`src/rtl/id_ex_stage_pkg.sv`:
```
// ---------------------------------------------------------------------------
// id_ex_stage_pkg
// Shared definitions for the ID/EX pipeline register and its hazard unit:
// architectural register indices, ALU operation encodings, and the
// instruction words used for bubbles and system calls.
// No ports (package).
// ---------------------------------------------------------------------------
package id_ex_stage_pkg;

  localparam logic [4:0] REG_ZERO = 5'd0;
  localparam logic [4:0] REG_V0   = 5'd2;
  localparam logic [4:0] REG_A0   = 5'd4;
  localparam logic [4:0] REG_RA   = 5'd31;

  localparam logic [31:0] INSTR_NOP     = 32'h0000_0000;
  localparam logic [31:0] INSTR_SYSCALL = 32'h0000_000C;

  // reg_write, mem_read, mem_write, mem_to_reg, alu_src, jal + 4-bit alu_op
  localparam int CTRL_W = 10;

  typedef enum logic [3:0] {
    ALU_AND  = 4'd0,
    ALU_OR   = 4'd1,
    ALU_ADD  = 4'd2,
    ALU_XOR  = 4'd3,
    ALU_NOR  = 4'd4,
    ALU_SLL  = 4'd5,
    ALU_SUB  = 4'd6,
    ALU_SLT  = 4'd7,
    ALU_SRL  = 4'd8,
    ALU_SRA  = 4'd9,
    ALU_SLTU = 4'd10,
    ALU_LUI  = 4'd11
  } alu_op_e;

endpackage

```
`src/rtl/id_ex_stage_hazard_detect.sv`:
```
// ---------------------------------------------------------------------------
// id_ex_stage_hazard_detect
// Pure combinational load-use hazard detection and pipeline stall request.
// Ports:
//   ex_mem_read   in   instruction held in EX is a load
//   ex_write_reg  in   destination register of the EX instruction
//   id_rs, id_rt  in   source register fields of the ID instruction
//   id_uses_rt    in   ID instruction reads rt as a source
//   sig_flush     in   branch/jump taken in EX (kills ID, cancels stalls)
//   sig_ex_busy   in   multicycle EX unit busy
//   hz            out  load-use hazard between EX load and ID consumer
//   sig_stall     out  freeze PC and IF/ID this cycle
// ---------------------------------------------------------------------------
module id_ex_stage_hazard_detect
  import id_ex_stage_pkg::*;
(
  input  logic       ex_mem_read,
  input  logic [4:0] ex_write_reg,
  input  logic [4:0] id_rs,
  input  logic [4:0] id_rt,
  input  logic       id_uses_rt,
  input  logic       sig_flush,
  input  logic       sig_ex_busy,
  output logic       hz,
  output logic       sig_stall
);

  logic rs_match;
  logic rt_match;

  // A load into $0 never produces a value worth waiting for.
  assign rs_match = (ex_write_reg == id_rs);
  assign rt_match = id_uses_rt & (ex_write_reg == id_rt);
  assign hz       = ex_mem_read & (ex_write_reg != REG_ZERO) & (rs_match | rt_match);

  // A flushed ID instruction is being discarded, so holding it is pointless.
  assign sig_stall = (hz | sig_ex_busy) & ~sig_flush;

endmodule

```
`src/rtl/id_ex_stage.sv`:
```
// ---------------------------------------------------------------------------
// id_ex_stage
// ID/EX pipeline register with load-use hazard handling. Captures decoded
// fields on the same edge the register file captures its read data, so the
// operands line up with these outputs. Inserts bubbles on flush or load-use,
// holds while the EX unit is busy, and counts stall cycles and hazard bubbles.
// Ports:
//   clk, rst                 clock, synchronous active-high reset
//   id_*                     decoded instruction fields from ID
//   sig_* (inputs)           decoded control, flush and EX-busy
//   alu_op                   ALU operation of the ID instruction
//   sig_stall                combinational freeze of PC and IF/ID
//   ex_*                     registered fields presented to EX
//   stall_count              cycles with sig_stall asserted (wrapping)
//   bubble_count             bubbles inserted for load-use (wrapping)
// ---------------------------------------------------------------------------
module id_ex_stage
  import id_ex_stage_pkg::*;
#(
  parameter logic [4:0] RA_REG = REG_RA,
  parameter int         CNT_W  = 32
) (
  input  logic             clk,
  input  logic             rst,
  input  logic [31:0]      id_instr,
  input  logic [31:0]      id_pc_plus4,
  input  logic [4:0]       id_rs,
  input  logic [4:0]       id_rt,
  input  logic [4:0]       id_rd,
  input  logic             id_uses_rt,
  input  logic             sig_reg_write,
  input  logic             sig_mem_read,
  input  logic             sig_mem_write,
  input  logic             sig_mem_to_reg,
  input  logic             sig_alu_src,
  input  logic             sig_reg_dst,
  input  logic             sig_jal,
  input  logic [3:0]       alu_op,
  input  logic             sig_flush,
  input  logic             sig_ex_busy,
  output logic             sig_stall,
  output logic [31:0]      ex_instr,
  output logic [31:0]      ex_pc_plus4,
  output logic [4:0]       ex_rs,
  output logic [4:0]       ex_rt,
  output logic [4:0]       ex_write_reg,
  output logic             ex_reg_write,
  output logic             ex_mem_read,
  output logic             ex_mem_write,
  output logic             ex_mem_to_reg,
  output logic             ex_alu_src,
  output logic             ex_jal,
  output logic [3:0]       ex_alu_op,
  output logic [CNT_W-1:0] stall_count,
  output logic [CNT_W-1:0] bubble_count
);

  logic       hz;
  logic [4:0] dest_reg;
  logic       load_bubble;
  logic       capture;
  logic       hz_bubble;

  id_ex_stage_hazard_detect u_hazard (
    .ex_mem_read  (ex_mem_read),
    .ex_write_reg (ex_write_reg),
    .id_rs        (id_rs),
    .id_rt        (id_rt),
    .id_uses_rt   (id_uses_rt),
    .sig_flush    (sig_flush),
    .sig_ex_busy  (sig_ex_busy),
    .hz           (hz),
    .sig_stall    (sig_stall)
  );

  // jal links into $ra; R-type writes rd; I-type writes rt.
  always_comb begin
    dest_reg = id_rt;
    if (sig_jal)
      dest_reg = RA_REG;
    else if (sig_reg_dst)
      dest_reg = id_rd;
  end

  // Update priority: flush, then busy hold, then load-use bubble, then capture.
  always_comb begin
    hz_bubble   = ~sig_flush & ~sig_ex_busy & hz;
    load_bubble = sig_flush | hz_bubble;
    capture     = ~sig_flush & ~sig_ex_busy & ~hz;
  end

  // ---- ID -> EX register boundary ----
  always_ff @(posedge clk) begin
    if (rst || load_bubble) begin
      // A bubble is a full clear: ex_instr becomes a nop, which can never
      // alias syscall, and no write or memory side-effect is enabled.
      ex_instr      <= INSTR_NOP;
      ex_pc_plus4   <= '0;
      ex_rs         <= REG_ZERO;
      ex_rt         <= REG_ZERO;
      ex_write_reg  <= REG_ZERO;
      ex_reg_write  <= 1'b0;
      ex_mem_read   <= 1'b0;
      ex_mem_write  <= 1'b0;
      ex_mem_to_reg <= 1'b0;
      ex_alu_src    <= 1'b0;
      ex_jal        <= 1'b0;
      ex_alu_op     <= '0;
    end else if (capture) begin
      ex_instr      <= id_instr;
      ex_pc_plus4   <= id_pc_plus4;
      ex_rs         <= id_rs;
      ex_rt         <= id_rt;
      ex_write_reg  <= dest_reg;
      ex_reg_write  <= sig_reg_write;
      ex_mem_read   <= sig_mem_read;
      ex_mem_write  <= sig_mem_write;
      ex_mem_to_reg <= sig_mem_to_reg;
      ex_alu_src    <= sig_alu_src;
      ex_jal        <= sig_jal;
      ex_alu_op     <= alu_op;
    end
  end

  // ---- performance counters ----
  always_ff @(posedge clk) begin
    if (rst) begin
      stall_count  <= '0;
      bubble_count <= '0;
    end else begin
      if (sig_stall)
        stall_count <= stall_count + CNT_W'(1);
      if (hz_bubble)
        bubble_count <= bubble_count + CNT_W'(1);
    end
  end

endmodule

```
`config.mk`:
```
export PLATFORM = sky130hd
export DESIGN_NAME = id_ex_stage
export DESIGN_NICKNAME = d
export VERILOG_FILES = /design/src/rtl/id_ex_stage_pkg.sv /design/src/rtl/id_ex_stage_hazard_detect.sv /design/src/rtl/id_ex_stage.sv
export SDC_FILE = /design/constraint.sdc
export NUM_CORES = 1
export LEC_CHECK = 0
export BUFFER_PORTS_ARGS = -buffer_cell sky130_fd_sc_hd__buf_4
export CAP_MARGIN = 25
export CORE_MARGIN = 5
export CORE_UTILIZATION = 30
export DETAILED_ROUTE_END_ITERATION = 8
export MAX_ROUTING_LAYER = met4
export PLACE_DENSITY = 0.62
export SLEW_MARGIN = 30
export SYNTH_ARGS = -nofsm -noshare
export SYNTH_HDL_FRONTEND = slang
export SYNTH_SLANG_ARGS = --single-unit
```
`constraint.sdc`:
```
create_clock -name clk -period 2.3 [get_ports clk]
set_clock_uncertainty 0.1 [all_clocks]
set_input_delay 0 -clock clk [delete_from_list [all_inputs] [get_ports clk]]
set_output_delay 0 -clock clk [all_outputs]
set_load 0.05 [all_outputs]
```
# Word-level counts from Yosys, hierarchy flattened
# Index checks and enable logic that the tools add are counted.
[classes]
bitwise_logic = 13
n_eq_ne = 2
mux = 2
addsub = 2
n_reduce_logical = 2
[op_table]
columns = ["op", "n"]
rows = [
  ["$add 32x1->32 const B", 2],
  ["$eq 5x5->1", 2],
  ["$mux 5", 2],
  ["$and 1x1->1", 7],
  ["$reduce_bool 5->1", 1],
  ["$not 1->1", 3],
  ["$or 1x1->1", 3],
  ["$logic_or 1x1->1", 1],
]
[totals]
out_inout_bits = 154
elab_cells = 35
inputBits = 95
register_bits = 153

# Depth between registers and ports, before layout
[depth]
ltp_word = 7
mapped_depth = 9
mapped_depth_nobuf = 6

# Modules after synthesis
# From an unflattened synthesis, not the netlist that was laid out.
[unflattened]
cells_unflattened = 783
area_unflattened_um2 = 6342.3
[modules_own_cells]
columns = ["module", "seq_area_each_um2", "instances", "area_each_um2", "cells_each"]
rows = [
  ["id_ex_stage", 3062.9, 1, 6185.9, 764],
  ["id_ex_stage_hazard_detect", 0.0, 1, 156.4, 19],
]

# Worst setup path before layout
# No wires, ideal clock.
[synth_path]
path_kind = "reg2reg"
startpoint = "register ex_write_reg[3]"
endpoint = "register stall_count[1]"
path_slack_ps = -415
path_stages_with_launch = 7
path_buffers = 0
synth_period_minus_slack_ps = 2715
arrival_ps = 2542
setup_ps = 74
required_time_ps = 2126
path_cell_list = "dfxtp_1 xnor2_1 nand3_1 o22ai_4 a21oi_1 nor2_1 mux2i_1"
[synth_via]
elab_chain_cells = 6
word_cells_on_any_way = 9
cone_classes = "eq/ne: 2; bitwise: 6; reduce/logical: 1"
[synth_lines]
columns = ["element", "line", "source"]
rows = [
  ["start, declared", "id_ex_stage.sv:46", "output logic [4:0] ex_write_reg,"],
  ["start signal, assigned", "id_ex_stage.sv:114", "ex_write_reg <= dest_reg;"],
  ["$eq 5x5->1", "id_ex_stage_hazard_detect.sv:33", "assign rt_match = id_uses_rt & (ex_write_reg == id_rt);"],
  ["$and 1x1->1", "id_ex_stage_hazard_detect.sv:33", ""],
  ["$or 1x1->1", "id_ex_stage_hazard_detect.sv:34", "assign hz = ex_mem_read & (ex_write_reg != REG_ZERO) & (rs_match | rt_match);"],
  ["$and 1x1->1 *", "id_ex_stage_hazard_detect.sv:34", ""],
  ["$or 1x1->1 *", "id_ex_stage_hazard_detect.sv:37", "assign sig_stall = (hz | sig_ex_busy) & ~sig_flush;"],
  ["$and 1x1->1 *", "id_ex_stage_hazard_detect.sv:37", ""],
  ["via sig_stall", "id_ex_stage.sv:41", "output logic sig_stall,"],
  ["end signal, assigned", "id_ex_stage.sv:132", "stall_count <= stall_count + CNT_W'(1);"],
  ["end, declared", "id_ex_stage.sv:54", "output logic [CNT_W-1:0] stall_count,"],
]
# Mark *: on every way through the listed nets, which the timed path passes. The rest lies on a longest branch.
# A chain may end at the register's enable or synchronous reset.

# Final worst setup path
[layout_path]
startpoint = "register ex_write_reg[2]"
endpoint = "register ex_write_reg[1]"
[layout_via]
elab_chain_cells = 7
word_cells_on_any_way = 12
cone_classes = "eq/ne: 2; bitwise: 8; reduce/logical: 2"
[layout_lines]
columns = ["element", "line", "source"]
rows = [
  ["$eq 5x5->1", "id_ex_stage_hazard_detect.sv:33", ""],
  ["$and 1x1->1", "id_ex_stage_hazard_detect.sv:33", ""],
  ["$or 1x1->1", "id_ex_stage_hazard_detect.sv:34", ""],
  ["$and 1x1->1 *", "id_ex_stage_hazard_detect.sv:34", ""],
  ["$and 1x1->1", "id_ex_stage.sv:87", "hz_bubble = ~sig_flush & ~sig_ex_busy & hz;"],
  ["$or 1x1->1", "id_ex_stage.sv:88", "load_bubble = sig_flush | hz_bubble;"],
  ["$logic_or 1x1->1", "id_ex_stage.sv:94", "if (rst || load_bubble) begin"],
]
# Mark *: on every way between the ends. The rest lies on a longest branch, timed or not.

==> results <==
- The final reports fail on hold timing.
- The average footprint of a synthesized cell is 9.92 um2.
- The area fraction of the dominant cell type after synthesis is 0.505.
- The routing usage on met3 is 0.0517.
- The final design instance area without fill is 10100 um2.
- Sorting the synthesized cells by area gives the leading types as sky130_fd_sc_hd__dfxtp_1, sky130_fd_sc_hd__a22o_1, sky130_fd_sc_hd__a21oi_1.
- The count of boundary I/O pins is 249.
- The worst-case clock buffer depth is 2.
- By count the netlist is led by sky130_fd_sc_hd__dfxtp_1, sky130_fd_sc_hd__a22o_1, sky130_fd_sc_hd__a21oi_1.
- The final layout contains 1066 nets.
- The die is 152 um wide.
- The first global-routing pass estimated 32800 um of wire.
- Timing would allow up to 0.444 GHz.
- 0 antenna diodes ended up in the layout.
- The last weighted congestion value of the routability-driven placer is 0.776.
- The total clock buffers created by CTS is 17.
- Of the available clock period, the critical path in the final layout requires 0.980.
- The post-synthesis cell type with the largest combined area is sky130_fd_sc_hd__dfxtp_1.
- Counting every sink on the clock net gives 153.
- The path class of the tightest hold or removal check is input port to flip-flop.
- The final count of pins violating max slew is 0.
- The most used routing layer is met2.
- Among all flip-flop cells after synthesis, the most frequent one is sky130_fd_sc_hd__dfxtp_1.
- The biggest fanout along the worst timing path is 5.
- The fraction of layout instances using a drive strength above 1 is 0.378.
- The number of global-route vias before repair came to 6059.
- The initial utilization of the core area, before any placement, comes to 0.303.
- The worst-case IR drop observed on VDD is 463 uV.
- The number of warnings issued by yosys is 0.
- The first-pass iteration count of the detailed router is 4.
- For this run, asynchronously set or reset flops after synthesis account for 0.
- The arrival time at the worst endpoint is 2510 ps.
- The met2 track utilization from global routing is 0.281.
- The die footprint is 23200 um2.
- Headroom to the max-slew limit came out at 0.691.
- Once detail routing completed, the nets flagged for antenna violations numbered 0.
- The total number of placement rows is 52.
- The run finished, with violations left.
- The pin slew with the least headroom to its limit is 464 ps.
- Across the run, the number of max-cap violations was 0.
- The routed layout has 6187 vias.
- The post-synthesis to final-layout area growth is 65.8%.
- Synthesis produced a netlist whose cell count is 611.
- The total DRC errors in the routed layout is 0.
- After floorplanning, the core was sized to cover 20000 um2.
- For the worst setup path, the data required time is 2560 ps.
- The power per cell area is 621 nW/um2.
- The worst hold-check slack is -38.3 ps.
- The placed instance area is 8500 um2.
- The count of flip-flops with a built-in enable after synthesis is 0.
- In this run the tool buffered the top-level ports with 248 buffer cells.
- The type of element capturing the critical path is a flip-flop.
- The H-tree was split into 4 levels.
- The global routing usage on met1 is 0.221.
- For this run, the total global-route usage over all layers was measured as 0.176.
- Using the TritonRoute via totals, the vias-per-cell ratio works out to 4.94.
- The final critical path time including I/O delays and setup is 2250 ps.
- The total routed wirelength is 20500 um.
- The CTS tree is done.
- The initial antenna violation count came to 0.
- The clock-pin transition on the worst setup and hold timing paths is 70 ps.
- Entering global routing, the biggest net connects 86 pins.
- The worst setup path category is flip-flop to flip-flop.
- The leakage power summed over all cells is 4.11 nW.
- The element type at the critical path start is a flip-flop.
- The post-layout total power is 6.25 mW.
- The final hold violation count is 1.
- The tree is rooted in a sky130_fd_sc_hd__clkbuf_16.
- The post-synthesis net count is 708.
- The die height is 152 um.
- The most common cell in the synthesized netlist is sky130_fd_sc_hd__dfxtp_1.
- In this run, the number of DRC markers left after iteration 0 of detailed routing was 343.
- For this run, the register share of the synthesized area comes to 0.505.
- The overflow left after global routing is 0.
- Setup violations remaining at the end of the flow were counted as 0.
- In the final routed layout, each cell accounts on average for 16.3 um.
- After synthesis the netlist holds a flip-flop and latch count of 153.
- The synthesized netlist occupies a cell area of 6060 um2.
- The worst-skew pair later-pin latency is 420 ps.
- Setup repair after global routing could not meet its margin everywhere.
- The netlist uses 49 different library cells.
- Summed over all nets, the half-perimeter wirelength after detailed placement is 13800 um.
-- where the power goes --
part	internal (mW)	switching (mW)	leakage, nW
clock network	1.52	1.22	0.270
registers	2.70	0.0366	1.26
logic	0.368	0.410	2.58
total	4.58	1.66	4.11
-- what timing repair did --
item	in CTS	in global routing
buffers inserted	0	2
hold endpoints to repair	117	0
setup endpoints to repair	1	29
resized for setup	1	6
pin swaps	0	5
hold buffers	94	0
-- metrics by stage --
step	setup TNS, ps	cells	utilization	hold slack, ps	worst slack (ps)
after floorplan	0	611	-	25.7	17.8
after global placement	0	1125	0.424	110	94.2
after detailed placement	0	1125	0.424	114	53.8
after CTS	0	1251	0.499	67.4	15.5
after global routing	-15.4	1252	0.502	75.9	-15.4
final	0	1252	0.502	-38.3	46.8
-- cell usage in the layout, fill, tap and decap left out, types with 3 or more instances in the layout --
cell,Yosys,layout
sky130_fd_sc_hd__a21oi_1,53,52
sky130_fd_sc_hd__a22o_1,85,85
sky130_fd_sc_hd__and4_1,4,4
sky130_fd_sc_hd__buf_12,0,10
sky130_fd_sc_hd__buf_4,6,271
sky130_fd_sc_hd__clkbuf_16,0,17
sky130_fd_sc_hd__clkinv_4,0,3
sky130_fd_sc_hd__clkinvlp_4,0,3
sky130_fd_sc_hd__dfxtp_1,153,121
sky130_fd_sc_hd__dfxtp_2,0,27
sky130_fd_sc_hd__dfxtp_4,0,5
sky130_fd_sc_hd__dlygate4sd3_1,0,93
sky130_fd_sc_hd__inv_1,16,16
sky130_fd_sc_hd__inv_6,0,5
sky130_fd_sc_hd__mux2_2,5,5
sky130_fd_sc_hd__nand2_1,34,34
sky130_fd_sc_hd__nand2b_1,3,3
sky130_fd_sc_hd__nand3_1,20,20
sky130_fd_sc_hd__nand4_1,10,10
sky130_fd_sc_hd__nor2_1,22,20
sky130_fd_sc_hd__nor2b_1,7,7
sky130_fd_sc_hd__nor3_2,5,5
sky130_fd_sc_hd__nor4_1,7,7
sky130_fd_sc_hd__o21ai_0,26,26
sky130_fd_sc_hd__o221ai_1,3,3
sky130_fd_sc_hd__o31ai_1,20,20
sky130_fd_sc_hd__or3_1,28,28
sky130_fd_sc_hd__or4_1,21,20
sky130_fd_sc_hd__xnor2_1,20,20
-- logic make-up (layout without fill, tap and decap cells) --
group           after synthesis  after routing  share of synthesized area
compound gates              198            198                      0.236
xor+xnor                     21             21                     0.0303
fa+ha+maj                     2              2                    0.00413
buf+inv                      52            423                     0.0415
flops                       153            153                      0.505
mux                           7              7                     0.0128
simple gates                178            178                      0.170
-- per-layer routing --
| metal | share of wire | up-vias |
|---|---|---|
| li1 | - | 3018 |
| met1 | 0.45 | 2949 |
| met2 | 0.47 | 206 |
| met3 | 0.064 | 14 |
| met4 | 0.0093 | 0 |
| met5 | 0 | - |
-- cell type report --
type	count	area, um2
clock buffers	18	429
inverters	16	60.1
repair buffers	375	3180
fillers	1797	9980
well taps	270	338
flip-flops and latches	153	3120
clock inverters	14	139
multi-input cells	406	2800
-- critical path: stages, from the launching register on --
cell and delay, ps:
sky130_fd_sc_hd__dfxtp_4 360, sky130_fd_sc_hd__or4_4 570, sky130_fd_sc_hd__o21ai_4 230, sky130_fd_sc_hd__buf_6 130, sky130_fd_sc_hd__o221ai_1 100, sky130_fd_sc_hd__a21oi_1 150
sky130_fd_sc_hd__dlygate4sd3_1 550
-- path summary, 6_finish.rpt --
kind	start	end	slack (ps)	depth (start not counted)
worst min register to register	ex_rs[2]	ex_rs[2]	380	1
worst min-delay path	id_rd[3]	ex_write_reg[3]	-40	4
worst max-delay path	ex_write_reg[2]	ex_write_reg[1]	50	6
worst max register to register	ex_write_reg[2]	ex_write_reg[1]	50	6
No activity file was read; power rests on OpenSTA's default activity.
